==> config.mk <==
export PLATFORM = sky130hd
export DESIGN_NAME = spi_master
export DESIGN_NICKNAME = d
export VERILOG_FILES = /design/src/rtl/spi_master.sv
export SDC_FILE = /design/constraint.sdc
export NUM_CORES = 1
export LEC_CHECK = 0
export ABC_AREA = 1
export BUFFER_PORTS_ARGS = -buffer_cell sky130_fd_sc_hd__buf_2
export CORE_MARGIN = 2
export CORE_UTILIZATION = 55
export DETAILED_ROUTE_END_ITERATION = 6
export PLACE_DENSITY = 0.77
export SLEW_MARGIN = 25
export SYNTH_ARGS = -nofsm -noshare
export SYNTH_HDL_FRONTEND = slang
export SYNTH_SLANG_ARGS = --single-unit
==> constraint.sdc <==
create_clock -name clk -period 2.3 [get_ports clk]
set_clock_uncertainty 0.2 [all_clocks]
set_input_delay 0.115 -clock clk [delete_from_list [all_inputs] [get_ports clk]]
set_output_delay 0.115 -clock clk [all_outputs]
set_load 0.01 [all_outputs]
==> src/rtl/spi_master.sv <==
// spi_master: single-clock SPI master, mode 0 (CPOL=0, CPHA=0), MSB first.
// Parallel side: valid/ready word in, one-cycle rx_valid pulse out.
// Optional burst mode is built when SPI_MASTER_BURST_EN is defined. In that
// mode a new word offered on the final sclk fall continues the transfer with
// cs held low. Without the macro, every frame runs SETUP..HOLD and cs is
// deasserted between frames.
module spi_master #(
  parameter int DATA_W   = 8,
  parameter int CLK_DIV  = 4,
  parameter int CS_SETUP = 2,
  parameter int CS_HOLD  = 2
) (
  input  logic              clk,
  input  logic              rst,
  input  logic [DATA_W-1:0] tx_data,
  input  logic              tx_valid,
  output logic              tx_ready,
  output logic [DATA_W-1:0] rx_data,
  output logic              rx_valid,
  output logic              busy,
  output logic              sclk,
  output logic              cs,
  output logic              mosi,
  input  logic              miso
);

`ifdef SPI_MASTER_BURST_EN
  localparam bit BURST_EN = 1'b1;
`else
  localparam bit BURST_EN = 1'b0;
`endif

  // One shared counter serves setup, half-period and hold timing.
  localparam int CNT_M1  = (CLK_DIV > CS_SETUP) ? CLK_DIV : CS_SETUP;
  localparam int CNT_MAX = (CNT_M1 > CS_HOLD) ? CNT_M1 : CS_HOLD;
  localparam int CNT_W   = (CNT_MAX > 1) ? $clog2(CNT_MAX) : 1;
  localparam int BIT_W   = $clog2(DATA_W + 1);

  typedef enum logic [1:0] {
    IDLE  = 2'd0,
    SETUP = 2'd1,
    SHIFT = 2'd2,
    HOLD  = 2'd3
  } state_t;

  state_t            state_q;
  logic [CNT_W-1:0]  cnt_q;
  logic [BIT_W-1:0]  bit_cnt_q;
  logic [DATA_W-1:0] tx_sh_q;
  logic [DATA_W-1:0] rx_sh_q;
  logic [DATA_W-1:0] rx_data_q;
  logic              rx_valid_q;
  logic              busy_q;
  logic              sclk_q;
  logic              cs_q;
  logic              last_fall_s;

  // The cycle before the final sclk fall of a frame; this is the burst acceptance slot.
  assign last_fall_s = (state_q == SHIFT) && sclk_q &&
                       (cnt_q == CNT_W'(CLK_DIV - 1)) &&
                       (bit_cnt_q == BIT_W'(DATA_W));

  assign tx_ready = (state_q == IDLE) || (BURST_EN && last_fall_s);
  assign rx_data  = rx_data_q;
  assign rx_valid = rx_valid_q;
  assign busy     = busy_q;
  assign sclk     = sclk_q;
  assign cs       = cs_q;
  // The MSB of the transmit shifter is the mosi flop itself.
  assign mosi     = tx_sh_q[DATA_W-1];

  // Frame sequencer: the state, the timing counters, the shifters and all registered SPI outputs.
  always_ff @(posedge clk or posedge rst) begin
    if (rst) begin
      state_q    <= IDLE;
      cnt_q      <= '0;
      bit_cnt_q  <= '0;
      tx_sh_q    <= '0;
      rx_sh_q    <= '0;
      rx_data_q  <= '0;
      rx_valid_q <= 1'b0;
      busy_q     <= 1'b0;
      sclk_q     <= 1'b0;
      cs_q       <= 1'b1;
    end else begin
      rx_valid_q <= 1'b0;
      case (state_q)
        IDLE: begin
          if (tx_valid) begin
            tx_sh_q   <= tx_data;
            cs_q      <= 1'b0;
            busy_q    <= 1'b1;
            cnt_q     <= '0;
            bit_cnt_q <= '0;
            state_q   <= SETUP;
          end
        end
        SETUP: begin
          if (cnt_q == CNT_W'(CS_SETUP - 1)) begin
            cnt_q   <= '0;
            state_q <= SHIFT;
          end else begin
            cnt_q <= cnt_q + CNT_W'(1);
          end
        end
        SHIFT: begin
          if (cnt_q != CNT_W'(CLK_DIV - 1)) begin
            cnt_q <= cnt_q + CNT_W'(1);
          end else begin
            cnt_q  <= '0;
            sclk_q <= ~sclk_q;
            if (!sclk_q) begin
              // Rising edge: capture miso as it stands on this clk edge.
              rx_sh_q   <= {rx_sh_q[DATA_W-2:0], miso};
              bit_cnt_q <= bit_cnt_q + BIT_W'(1);
            end else if (bit_cnt_q != BIT_W'(DATA_W)) begin
              // Falling edge mid-frame: present the next bit.
              tx_sh_q <= {tx_sh_q[DATA_W-2:0], 1'b0};
            end else if (BURST_EN && tx_valid) begin
              // Final fall with a new word waiting: restart shifting with cs held low.
              tx_sh_q    <= tx_data;
              bit_cnt_q  <= '0;
              rx_data_q  <= rx_sh_q;
              rx_valid_q <= 1'b1;
            end else begin
              // Final fall: mosi keeps the last bit through HOLD.
              state_q <= HOLD;
            end
          end
        end
        HOLD: begin
          if (cnt_q == CNT_W'(CS_HOLD - 1)) begin
            cnt_q      <= '0;
            cs_q       <= 1'b1;
            busy_q     <= 1'b0;
            rx_data_q  <= rx_sh_q;
            rx_valid_q <= 1'b1;
            state_q    <= IDLE;
          end else begin
            cnt_q <= cnt_q + CNT_W'(1);
          end
        end
        default: begin
          state_q <= IDLE;
        end
      endcase
    end
  end

endmodule
==> results.py <==
metrics = {
    "yosys": {
        "ys_warn_count": 0,
        "synth_edf_count": 0,
        "synth_area_mm2": 0.00182,
        "synth.avg_cell_area_um2": 8.51,
        "synth-compound-area-share_pct": 9.14,
        "syn_nets": 239,
        "post-synth-top-area-cell": "dfrtp_1",
        "synth_top_family_by_area": "simple AND/OR/NAND/NOR gates",
        "synth_cells": 214,
        "yosysMostFrequentCell": "nand2_1",
        "synthAdderAreaFrac_pct": 8.93,
        "async_flop_share_pct": 100,
        "synth_xor_area_share_pct": 0.962,
        "synth-main-ff-cell": "dfrtp_1",
        "synth-simple-area-share_pct": 24.7,
        "synth.area.top_cells": "dfrtp_1 48%, nand2_1 15%, ha_1 8.9%",
        "synthMuxAreaShare_pct": 0,
        "ys_top_cells_by_count": "74 x nand2_1, 35 x dfrtp_1, 22 x inv_1",
        "yosys_register_bits": 36,
        "ys_types": 25,
        "synth_top_area_share_pct": 48.1,
        "ys_seq_area_share_pct": 49.6,
    },
    "clocking": {
        "cts_sinks": 36,
        "clk_path_buf_depth": 2,
        "cts-root-buf": "clkbuf_4",
        "cts_tree": "built",
        "post_cts_buffers": 0,
        "clk_pin_slew_ns": 0.10,
        "cts_max_level": 2,
        "numCtsBuffers": 5,
        "clock_latency_ns": 0.34,
    },
    "placement": {
        "hpwlAfterDp_um": 2470,
        "gp_congestion": 0.805,
        "io_buffers": 25,
        "place_ws_ns": 0.338,
    },
    "layout": {
        "fillers": 265,
        "fin_nets": 279,
        "antenna_cells": 0,
        "multi_input_area_um2": 796,
        "syn2layout_area_growth_pct": 17.9,
        "final_layout_size_suffix_gt1_share_pct": 17.3,
        "regArea_um2": 902,
    },
    "floorplan": {
        "placementRows": 20,
        "initial_utilization_pct": 58.7,
        "die-area_mm2": 0.00379,
        "die_x_um": 61.5,
        "io_pins": 26,
        "die_h_um": 61.5,
        "core_area_mm2": 0.00310,
    },
    "setup_path": {
        "max_stage_delay_ns": 0.43,
        "crit_type": "reg2reg",
        "timing.reg2reg.setup_slack_ns": 0.30,
        "path_cells": "inv_1 -> ha_1 -> inv_2 -> nand2_1 -> nand2_2 -> nand2_2 -> nand2_1 -> nand2_1",
        "crit_fanout": 13,
        "reg2reg_from": "state_q[0]",
        "crit_slowest_cell": "dfrtp_1",
        "start_kind": "register",
        "crit_required_ns": 2.34,
        "crit_arrival_ns": 2.04,
        "reg2reg_to": "tx_sh_q[5]",
        "reg2reg_depth": 8,
        "cpMostUsedCell": "nand2_1",
        "end_kind": "register",
    },
    "timing": {
        "setup_tns_ns": 0,
        "hold_violations": 0,
        "slew_headroom_pct": 63.8,
        "min_period_ns": 2.00,
        "drv_slew": 0,
        "layout_setup_ws_ns": 0.302,
        "worstMarginPinSlew_ns": 0.541,
        "min_period_over_period_pct": 86.9,
        "clock.fmax_mhz": 500,
        "rsz0062_at_grt": "false",
        "setup_viol": 0,
    },
    "power": {
        "power.density_mw_per_mm2": 1060,
        "p_leak_nw": 1.12,
        "peakVddDrop_mv": 0.519,
    },
    "grt": {
        "track_usage_pct": 21.9,
        "overflow": 0,
        "grt_pass1_wl_um": 6000,
        "first_global_vias": 1386,
        "grt_max_degree": 37,
        "grt_antenna_before_repair": 0,
    },
    "route": {
        "routed_wl_um": 3600,
        "ant_nets": 0,
        "post_drt_wl_per_cell_um": 12.0,
        "drcViolationCount": 0,
        "drt_iter0_markers": 92,
        "drtPass1Iterations": 4,
        "vias": 1477,
        "vias_per_cell": 4.94,
    },
    "run": {
        "drv_cap": 0,
    },
    "outcome": {
        "outcome": "finished, final reports clean",
    },
    "min_path": {
        "hold_path.class": "in2async",
    },
}
cell families after synthesis:
group,after synthesis
buffers and inverters,29
adders and majority gates,13
DFF,36
xor gates and xnor gates,2
AOI/OAI and AO/OA,31
and+or+nand+nor,103
through the flow:
| step | instance area (µm²) | instances | hold slack (ns) | util [%] | power [W] |
|---|---|---|---|---|---|
| global placement | 1980 | 280 | 0.0365 | 63.9 | 0.00191 |
| global route | 2150 | 299 | 0.246 | 69.2 | 0.00249 |
| finish | 2150 | 299 | 0.193 | 69.2 | 0.00227 |
| detailed placement | 1980 | 280 | 0.0319 | 63.9 | 0.00194 |
| CTS | 2150 | 299 | 0.201 | 69.2 | 0.00229 |
| floorplan | 1820 | 214 | 0.0669 | - | 0.00170 |
sequential cells by signal (all words and copies together), names as in the netlist:
signal,flops
rx_data,8
rx_sh_q,8
tx_sh_q,8
bit_cnt_q,4
cnt_q,2
state_q,2
busy,1
cs,1
rx_valid,1
sclk,1
cell type report:
| cell class | instances | area share [%] |
|---|---|---|
| Multi-Input combinational cell | 149 | 37.1 |
| Clock inverter | 1 | 0.408 |
| Sequential cell | 36 | 42.0 |
| Timing Repair Buffer | 38 | 11.7 |
| Tap cell | 44 | 2.56 |
| Clock buffer | 7 | 2.10 |
| Inverter | 24 | 4.20 |
report_power, final:
part	switching [W]	total (W)	internal [W]
Clock	0.000207	0.000330	0.000123
Combinational	0.000677	0.00104	0.000361
Sequential	0.000109	0.000907	0.000798
Total	0.000992	0.00227	0.00128
worst max-delay path by stage:
stage	startpoint	endpoint	slack, ns	depth (start not counted)
finish	state_q[0]	tx_sh_q[5]	0.30	8
global placement	state_q[0]	tx_sh_q[4]	0.37	8
floorplan	state_q[0]	tx_sh_q[0]	0.64	8
CTS	state_q[0]	tx_sh_q[6]	0.30	8
detailed placement	state_q[0]	tx_sh_q[6]	0.34	8
global route	state_q[0]	tx_sh_q[4]	0.12	8
timing repair:
action / CTS / global route
endpoints found under the hold margin: 47 / 0
hold buffers: 11 / 0
resized for setup: 0 / 0
layout by cell type, fill, tap and decap left out, drive strengths merged:
cell,count
clkbuf,7
clkinv,1
nand2,77
o22ai,1
dlygate4sd3,11
dfstp,1
xnor2,2
or2,1
nand3b,1
nand3,14
buf,27
nand4,3
inv,24
ha,13
nor2,7
o21bai,1
a21oi,3
dfrtp,35
o21ai,26
layer usage:
metal / global-route usage (%) / wire length [µm]
met1: 28.2 / 1660
met2: 36.8 / 1720
met3: 5.67 / 175
met4: 5.47 / 42
met5: 0 / 0
critical path: cells and delay by family (launching register included):
kind | cells | cell delay (ns)
flops | 1 | 0.43
buf+inv | 2 | 0.35
simple gates | 5 | 0.65
fa+ha+maj | 1 | 0.26
(Power assumes the default switching activity.)
